`config.mk`:
```
export PLATFORM = sky130hd
export DESIGN_NAME = des_key_sched_iter
export DESIGN_NICKNAME = d
export VERILOG_FILES = /design/src/rtl/des_key_sched_iter.sv
export SDC_FILE = /design/constraint.sdc
export NUM_CORES = 1
export LEC_CHECK = 0
export BUFFER_PORTS_ARGS = -buffer_cell sky130_fd_sc_hd__buf_2
export CAP_MARGIN = 20
export CORE_UTILIZATION = 40
export DETAILED_ROUTE_END_ITERATION = 6
export PLACE_DENSITY = 0.67
export SLEW_MARGIN = 0
export SYNTH_ARGS = -nofsm -noshare
export SYNTH_HDL_FRONTEND = slang
export SYNTH_SLANG_ARGS = --single-unit
```
`constraint.sdc`:
```
create_clock -name clk -period 3.1 [get_ports clk]
set_input_delay 0.31 -clock clk [delete_from_list [all_inputs] [get_ports clk]]
set_output_delay 0.31 -clock clk [all_outputs]
set_load 0.005 [all_outputs]
```
`src/rtl/des_key_sched_iter.sv`:
```
// Iterative DES key schedule: latches PC1(key) on a key handshake and presents one
// PC2 subkey per output handshake, forward (K1..K16) or reverse (K16..K1).
//   state | meaning
//   IDLE  | waiting for a key, key_ready high once out of reset
//   RUN   | presenting subkey for round_q, C/D advance per handshake
//   DRAIN | one dead cycle after round 16 before the next key
module des_key_sched_iter #(
    parameter int PARITY_CHK = 0
) (
    input  logic        clk,
    input  logic        rst_n,
    input  logic [64:1] key,
    input  logic        decrypt,
    input  logic        key_valid,
    output logic        key_ready,
    output logic [48:1] subkey,
    output logic [4:0]  round,
    output logic        subkey_valid,
    input  logic        subkey_ready,
    output logic        subkey_last,
    output logic        parity_err
);

    typedef enum logic [1:0] {IDLE, RUN, DRAIN} state_t;

    localparam int PC1_TAB [56] = '{
        57, 49, 41, 33, 25, 17,  9,  1, 58, 50, 42, 34, 26, 18,
        10,  2, 59, 51, 43, 35, 27, 19, 11,  3, 60, 52, 44, 36,
        63, 55, 47, 39, 31, 23, 15,  7, 62, 54, 46, 38, 30, 22,
        14,  6, 61, 53, 45, 37, 29, 21, 13,  5, 28, 20, 12,  4};

    localparam int PC2_TAB [48] = '{
        14, 17, 11, 24,  1,  5,  3, 28, 15,  6, 21, 10,
        23, 19, 12,  4, 26,  8, 16,  7, 27, 20, 13,  2,
        41, 52, 31, 37, 47, 55, 30, 40, 51, 45, 33, 48,
        44, 49, 39, 56, 34, 53, 46, 42, 50, 36, 29, 32};

    state_t      state_q, state_d;
    logic [27:0] c_q, c_d, d_q, d_d;
    logic [27:0] cur_c, cur_d;
    logic [4:0]  round_q, round_d;
    logic        dec_q, dec_d;
    logic        perr_q, perr_d;
    logic        armed_q;

    // cd[55] holds DES bit 1 of the C||D concatenation
    function automatic logic [55:0] pc1(input logic [64:1] k);
        logic [55:0] cd;
        cd = '0;
        for (int i = 0; i < 56; i++) cd[55-i] = k[65-PC1_TAB[i]];
        return cd;
    endfunction

    function automatic logic [48:1] pc2(input logic [27:0] c, input logic [27:0] d);
        logic [55:0] cd;
        logic [48:1] ks;
        cd = {c, d};
        ks = '0;
        for (int j = 0; j < 48; j++) ks[48-j] = cd[56-PC2_TAB[j]];
        return ks;
    endfunction

    function automatic logic two_bit_shift(input logic [4:0] r);
        return !(r == 5'd1 || r == 5'd2 || r == 5'd9 || r == 5'd16);
    endfunction

    function automatic logic [27:0] rotl(input logic [27:0] x, input logic two);
        return two ? {x[25:0], x[27:26]} : {x[26:0], x[27]};
    endfunction

    function automatic logic [27:0] rotr(input logic [27:0] x, input logic two);
        return two ? {x[1:0], x[27:2]} : {x[0], x[27:1]};
    endfunction

    function automatic logic key_parity_bad(input logic [64:1] k);
        logic b;
        b = 1'b0;
        for (int i = 0; i < 8; i++) b |= ~^k[8*i+1 +: 8];
        return b;
    endfunction

    // c_q/d_q hold the previous round's halves; the presented round is derived from them
    always_comb begin
        cur_c = c_q;
        cur_d = d_q;
        if (!dec_q) begin
            cur_c = rotl(c_q, two_bit_shift(round_q));
            cur_d = rotl(d_q, two_bit_shift(round_q));
        end else if (round_q != 5'd1) begin
            cur_c = rotr(c_q, two_bit_shift(5'd18 - round_q));
            cur_d = rotr(d_q, two_bit_shift(5'd18 - round_q));
        end
    end

    always_comb begin
        state_d = state_q;
        c_d     = c_q;
        d_d     = d_q;
        round_d = round_q;
        dec_d   = dec_q;
        perr_d  = perr_q;
        case (state_q)
            IDLE: begin
                if (key_valid && key_ready) begin
                    {c_d, d_d} = pc1(key);
                    dec_d      = decrypt;
                    round_d    = 5'd1;
                    perr_d     = (PARITY_CHK != 0) ? key_parity_bad(key) : 1'b0;
                    state_d    = RUN;
                end
            end
            RUN: begin
                if (subkey_ready) begin
                    c_d = cur_c;
                    d_d = cur_d;
                    if (round_q == 5'd16) begin
                        round_d = 5'd0;
                        state_d = DRAIN;
                    end else begin
                        round_d = 5'(round_q + 5'd1);
                    end
                end
            end
            DRAIN:   state_d = IDLE;
            default: state_d = IDLE;
        endcase
    end

    always_ff @(posedge clk or negedge rst_n) begin
        if (!rst_n) begin
            state_q <= IDLE;
            c_q     <= '0;
            d_q     <= '0;
            round_q <= '0;
            dec_q   <= 1'b0;
            perr_q  <= 1'b0;
            armed_q <= 1'b0;
        end else begin
            state_q <= state_d;
            c_q     <= c_d;
            d_q     <= d_d;
            round_q <= round_d;
            dec_q   <= dec_d;
            perr_q  <= perr_d;
            armed_q <= 1'b1;
        end
    end

    assign key_ready    = (state_q == IDLE) && armed_q;
    assign subkey_valid = (state_q == RUN);
    assign round        = round_q;
    assign subkey       = subkey_valid ? pc2(cur_c, cur_d) : '0;
    assign subkey_last  = subkey_valid && (round_q == 5'd16);
    assign parity_err   = perr_q;

endmodule

```
==> results of run 1 <==
metrics by stage:
stage	power [mW]	worst slack [ns]	util, %
final	9.87	0.0736	48.2
after global routing	10.4	-0.0109	48.2
after CTS	9.23	0.000374	47.1
after detailed placement	8.11	0.139	45.6
after floorplan	5.79	0.330	-
after global placement	8.03	0.170	45.6
flip-flops by register name, indices dropped and copies added (netlist names):
name     flops
state_q      2
c_q         28
armed_q      1
dec_q        1
d_q         28
round        5
area by class of cell:
cell class | count | share of cell area (%)
Multi-Input combinational cell | 1029 | 62.6
Sequential cell | 65 | 16.1
Clock inverter | 6 | 0.568
Clock buffer | 10 | 2.36
Tap cell | 275 | 3.40
Timing Repair Buffer | 171 | 12.7
Inverter | 60 | 2.26
power breakdown:
group	switching (mW)	internal, mW	leakage [nW]
registers	0.371	1.07	0.884
clock network	0.452	0.640	0.148
logic	4.63	2.71	2.97
path summary, 6_finish.rpt:
kind	start	to	slack, ns	cells after the start
setup / recovery	round[1]$_DFFE_PN0P_	subkey[32]	0.07	10
hold / removal	decrypt	dec_q$_DFFE_PN0P_	0.21	2
setup reg to reg	round[1]$_DFFE_PN0P_	c_q[6]$_DFFE_PN0P_	0.25	8
hold reg to reg	armed_q$_DFF_PN0_	state_q[0]$_DFFE_PN0P_	0.61	2
max in group asynchronous	rst_n	c_q[0]$_DFFE_PN0P_	1.81	3
min in group asynchronous	rst_n	d_q[9]$_DFFE_PN0P_	0.47	2
cell usage after synthesis (16+ instances only):
master,count
a31oi_1,97
o21ai_0,99
and3_1,97
dfrtp_1,65
clkbuf_1,102
nand2b_1,60
nand2_1,33
inv_1,58
o32ai_1,48
mux2i_1,48
a21oi_1,53
a211oi_1,97
or3_1,16
nor2_1,253
nand4_1,41
per-layer routing:
metal | part of all wire, % | track usage, % | up-vias
met1 | 40 | 39.1 | 5125
li1 | - | - | 4867
met2 | 45 | 47.3 | 786
met3 | 11 | 4.54 | 98
met5 | 0 | 0 | -
met4 | 3.3 | 12.6 | 0
repair_timing:
item / in CTS / in global routing
endpoints found under the setup margin: 13 / 42
hold endpoints to repair: 16 / 0
pin swaps: 1 / 1
buffers inserted: 1 / 4
cloned: 0 / 4
hold buffers: 1 / 0
resized for setup: 2 / 25
cells by family after synthesis:
group / share of synthesized area [%]
AND/OR/NAND/NOR: 31.3
AO/OA/AOI/OAI: 32.6
buffers and inverters: 9.01
flip-flops: 19.0
multiplexers: 7.01
adder cells (fa/ha/maj): 0.876
other: 0.0876
XOR/XNOR: 0.102
==> results by group, run 1 <==
Critical path
  • Max stage delay cell, worst path: dfrtp_1
  • Buf+Inv Stages, Crit Path: 4
  • CP Class: reg2out
  • CP max FO: 16
  • Crit path DAT: 2.72 ns
  • Crit path top cell by count: buf_4
  • Max stage delay on crit path: 0.38 ns
  • Crit end category: primary output
  • Startpoint types: register
  • Kind of cell adding the most delay to the critical path: buffers and inverters
  • CP Cell Sequence: buf_4 > ha_1 > nand2_1 > a2bb2oi_4 > buf_12 > a21oi_1 > buf_4 > or3_1 > a31oi_2 > buf_2
  • Critical path required time: 2.79 ns

Yosys
  • Most area-hungry cell type in the Yosys netlist: dfrtp_1
  • Syn Nets: 1362
  • Yosys cell types: 51
  • Cell Area, Synth: 0.00857 mm^2
  • Share of the synthesized area in the top cell type: 19.0%
  • Seq/Total Area, Yosys: 19.0%
  • Cells after Synth: 1287
  • Synth top area cells: dfrtp_1 (19%), nor2_1 (11%), a211oi_1 (8.5%)
  • Most used DFF post-synth: dfrtp_1
  • Post-synth EDFFs: 0
  • Yosys warning total: 0
  • FFs w/ async S/R, synth: 100%
  • Syn Area/Cell: 6.66 um^2
  • Number of synthesized register bits: 65

Routing
  • Via/cell ratio: 6.73
  • First DRT Iteration DRCs: 1246
  • DRC viols: 1
  • Total number of vias: 10900
  • Post-DRT Antenna Nets: 0
  • Detailed Route WL: 33700 um
  • Routed wire per std cell: 20.8 um
  • DRT Pass-1 Iters: 7

Clock network
  • Clock insertion delay at the later pin of the skew report: 0.35 ns
  • Clk root buf: clkbuf_16
  • CTS buffer count: 9
  • Clk slew on worst S/H paths: 0.07 ns
  • CTS tree: built
  • H-tree levels: 3
  • CTS Buffer Depth: 2
  • CTS sink cnt: 65

Floorplan
  • Chip Width: 148 um
  • Chip height: 148 um
  • Core ar.: 0.0210 mm^2
  • Die area: 0.0220 mm^2
  • # IOs: 126
  • Rows: 53
  • Initial core utilization: 40.8%

Final layout
  • Ratio of cells with drive above 1 in the final layout: 17.2%
  • Area occupied by multi-input gates: 0.00634 mm^2
  • Fill cells: 2083
  • Most frequent cells in the layout: nor2_1 (252), buf_2 (117), o21ai_0 (99), and3_1 (97), a211oi_1 (94)
  • Antenna cell count: 0
  • Register area: 0.00163 mm^2
  • Post-Layout Cell Count: 1616
  • Area growth, synth to finish: 18.1%
  • Most common cell after layout, fill and taps aside: nor2_1
  • Finished Cell Area: 0.0101 mm^2
  • Nets@finish: 1411

STA
  • Count of final setup violators: 0
  • Final period util: 97.6%
  • Max frequency: 330 MHz
  • Final Skew: 0.00707 ns
  • Fin Setup TNS: 0 ns
  • Final hold vios: 0
  • Rel. slew slack: 47.1%
  • WHS: 0.211 ns
  • Final Max Tran Viols: 0
  • Unrepaired setup endpoints after global routing: yes
  • Post-layout min period: 3.03 ns
  • Slew @ Worst Pin: 0.794 ns

Placed design
  • Placer Congestion: 0.859
  • Post-DP HPWL: 20400 um
  • Placed inst area: 0.00959 mm^2
  • PortBufs: 116
  • Dpl cells: 1590

Outcome
  • Failing checks: DRC
  • Status: complete, but fails checks

Global route
  • Global-route wire length before repair: 51900 um
  • Total global routing overflow: 0
  • Overall global routing resource usage: 29.4%
  • Vias in the first global route: 9853
  • Largest net degree at the start of global routing: 94
  • Initial antenna violation count: 0

Power and ir drop
  • Cell Pwr Density: 975 mW/mm^2
  • P_leak: 4.00 nW
  • VDD IR max: 0.000715 V

Flow run
  • Max Cap Viol: 0

Worst hold path
  • Hold/Removal Path Class: in2reg
Power figures use the tool's default switching activity.
==> run 2: changes to the inputs <==
--- a/config.mk
+++ b/config.mk
@@ -10,6 +10,7 @@
 export CORE_UTILIZATION = 40
 export DETAILED_ROUTE_END_ITERATION = 6
 export PLACE_DENSITY = 0.67
+export RECOVER_POWER = 25
 export SLEW_MARGIN = 0
 export SYNTH_ARGS = -nofsm -noshare
 export SYNTH_HDL_FRONTEND = slang
==> run 2 against run 1 <==
Effect of this change: the flow now finishes without violations; non-clock buffer count unchanged; utilization about the same; wire length down 0.63%; cell area about the same; via count down 0.49%; critical path depth unchanged.
==> results by group, run 2 (synthesis gave the netlist of run 1 again) <==
Floorplan
  • Die area: 0.0220 mm^2 (unchanged)
  • Rows: 53 (unchanged)
  • Chip Width: 148 um (unchanged)
  • # IOs: 126 (unchanged)
  • Initial core utilization: 40.8% (unchanged)
  • Chip height: 148 um (unchanged)
  • Core ar.: 0.0210 mm^2 (unchanged)

Routing
  • First DRT Iteration DRCs: 1194 (was 1246)
  • Post-DRT Antenna Nets: 0 (unchanged)
  • Via/cell ratio: 6.70 (was 6.73)
  • Detailed Route WL: 33500 um (was 33700 um)
  • Total number of vias: 10800 (was 10900)
  • DRT Pass-1 Iters: 6 (was 7)
  • DRC viols: 0 (was 1)
  • Routed wire per std cell: 20.7 um (was 20.8 um)

Critical path
  • CP max FO: 16 (unchanged)
  • Reg2Reg Capture Point: c_q[6]$_DFFE_PN0P_ (unchanged)
  • Crit path DAT: 2.73 ns (was 2.72 ns)
  • R2r startpoint: round[1]$_DFFE_PN0P_ (unchanged)
  • Worst reg-to-reg path cell count: 8 (unchanged)
  • Startpoint types: register (unchanged)
  • Setup crit end: subkey[10] (was subkey[32])
  • Setup crit start: round[1]$_DFFE_PN0P_ (unchanged)
  • R2r setup slk: 0.25 ns (about the same)
  • CP Class: reg2out (unchanged)
  • Critical path required time: 2.79 ns (about the same)
  • Crit end category: primary output (unchanged)

STA
  • Final Max Tran Viols: 0 (unchanged)
  • Post-layout min period: 3.04 ns (was 3.03 ns)
  • Max frequency: 329 MHz (was 330 MHz)
  • Slew @ Worst Pin: 1.19 ns (was 0.794 ns)
  • Final Skew: 0.00752 ns (was 0.00707 ns)
  • Count of final setup violators: 0 (unchanged)
  • Final period util: 97.9% (was 97.6%)
  • Rel. slew slack: 20.6% (was 47.1%)
  • Unrepaired setup endpoints after global routing: yes (unchanged)
  • Final hold vios: 0 (unchanged)

Global route
  • Initial antenna violation count: 0 (unchanged)
  • Largest net degree at the start of global routing: 94 (unchanged)
  • Overall global routing resource usage: 29.4% (unchanged)
  • Global-route wire length before repair: 51900 um (unchanged)
  • Total global routing overflow: 0 (unchanged)
  • Vias in the first global route: 9853 (unchanged)

Clock network
  • CTS buffer count: 9 (unchanged)
  • H-tree levels: 3 (unchanged)
  • CTS Buffer Depth: 2 (unchanged)
  • CTS tree: built (unchanged)
  • CTS sink cnt: 65 (unchanged)
  • Clock insertion delay at the later pin of the skew report: 0.35 ns (about the same)
  • Clk root buf: clkbuf_16 (unchanged)
  • Clk slew on worst S/H paths: 0.06 ns (was 0.07 ns)

Power and ir drop
  • VDD IR max: 0.000708 V (was 0.000715 V)
  • P_leak: 4.00 nW (about the same)
  • Power Total: 9.85 mW (was 9.87 mW)
  • Cell Pwr Density: 973 mW/mm^2 (was 975 mW/mm^2)

Final layout
  • Antenna cell count: 0 (unchanged)
  • Most common cell after layout, fill and taps aside: nor2_1 (unchanged)
  • Ratio of cells with drive above 1 in the final layout: 17.0% (was 17.2%)
  • Area growth, synth to finish: 18.1% (about the same)
  • Post-Layout Cell Count: 1616 (unchanged)
  • Nets@finish: 1411 (unchanged)
  • Layout Utilization: 48.1% (was 48.2%)
  • Most frequent cells in the layout: nor2_1 (252), buf_2 (116), o21ai_0 (99), and3_1 (97), a211oi_1 (94) (was nor2_1 (252), buf_2 (117), o21ai_0 (99), and3_1 (97), a211oi_1 (94))

Placed design
  • PortBufs: 116 (unchanged)
  • Post-DP HPWL: 20400 um (unchanged)
  • Dpl cells: 1590 (unchanged)
  • Placer Congestion: 0.859 (unchanged)

Worst hold path
  • Hold path start: decrypt (unchanged)
  • Hold/Removal Path Class: in2reg (unchanged)

Outcome
  • Status: finished, final reports clean (was complete, but fails checks)

Flow run
  • Max Cap Viol: 0 (unchanged)
-- run 2: cell types whose count changed in the layout (fill, tap and decap cells not counted) --
cell,before,now
and4bb_1,0,1
and4bb_2,1,0
buf_2,117,116
buf_4,28,26
clkbuf_1,0,1
clkbuf_2,0,2
-- run 2: routing by layer --
metal  vias up  wire (um)  track usage, %
li1       4874          -               -
met1      5109      13600            39.1
met5         -          0               0
met3        98       3590            4.54
met4         0       1030            12.6
met2       742      15300            47.3
-- run 2: final cells by class --
class	count	area (um^2)
timing repair buffer	171	1280
inverter	60	229
multi-input combinational	1029	6340
sequential	65	1630
fill	2084	10900
tap	275	344
clock inverter	6	57.6
clock buffer	10	239
-- run 2: worst min path at each step --
stage | to | cells past startpoint
after floorplan | armed_q$_DFF_PN0_ | 0
after global placement | state_q[0]$_DFFE_PN0P_ | 1
after detailed placement | state_q[1]$_DFFE_PN0P_ | 1
after CTS | dec_q$_DFFE_PN0P_ | 2
after global routing | dec_q$_DFFE_PN0P_ | 2
final | dec_q$_DFFE_PN0P_ | 2
-- run 2: timing repair --
action                     4_1_cts  5_1_grt
hold endpoints to repair        16        0
hold buffers                     1        0
setup buffers                    1        4
pin swaps                        1        1
resized for setup                2       25
setup endpoints to repair       13       42
gates cloned                     0        4
-- run 2: critical path, stage by stage, from the launching register on --
cell	delay, ns
dfrtp_1	0.38
buf_4	0.17
ha_1	0.24
nand2_1	0.13
a2bb2oi_4	0.20
buf_12	0.19
a21oi_1	0.06
buf_4	0.20
or3_1	0.37
a31oi_1	0.25
buf_2	0.16
-- run 2: power breakdown --
part	switching [mW]	internal (mW)
logic	4.61	2.71
clock network	0.447	0.640
registers	0.372	1.07
-- run 2: stage by stage --
stage	setup TNS, ns	hold WS, ns	setup WS [ns]	area [um^2]
2_1_floorplan	0	0.0144	0.330	8570
3_3_place_gp	0	0.304	0.170	9590
3_5_place_dp	0	0.311	0.139	9590
4_1_cts	0	0.213	0.000374	9900
5_1_grt	-0.0352	0.202	-0.0109	10100
6_report	0	0.213	0.0647	10100
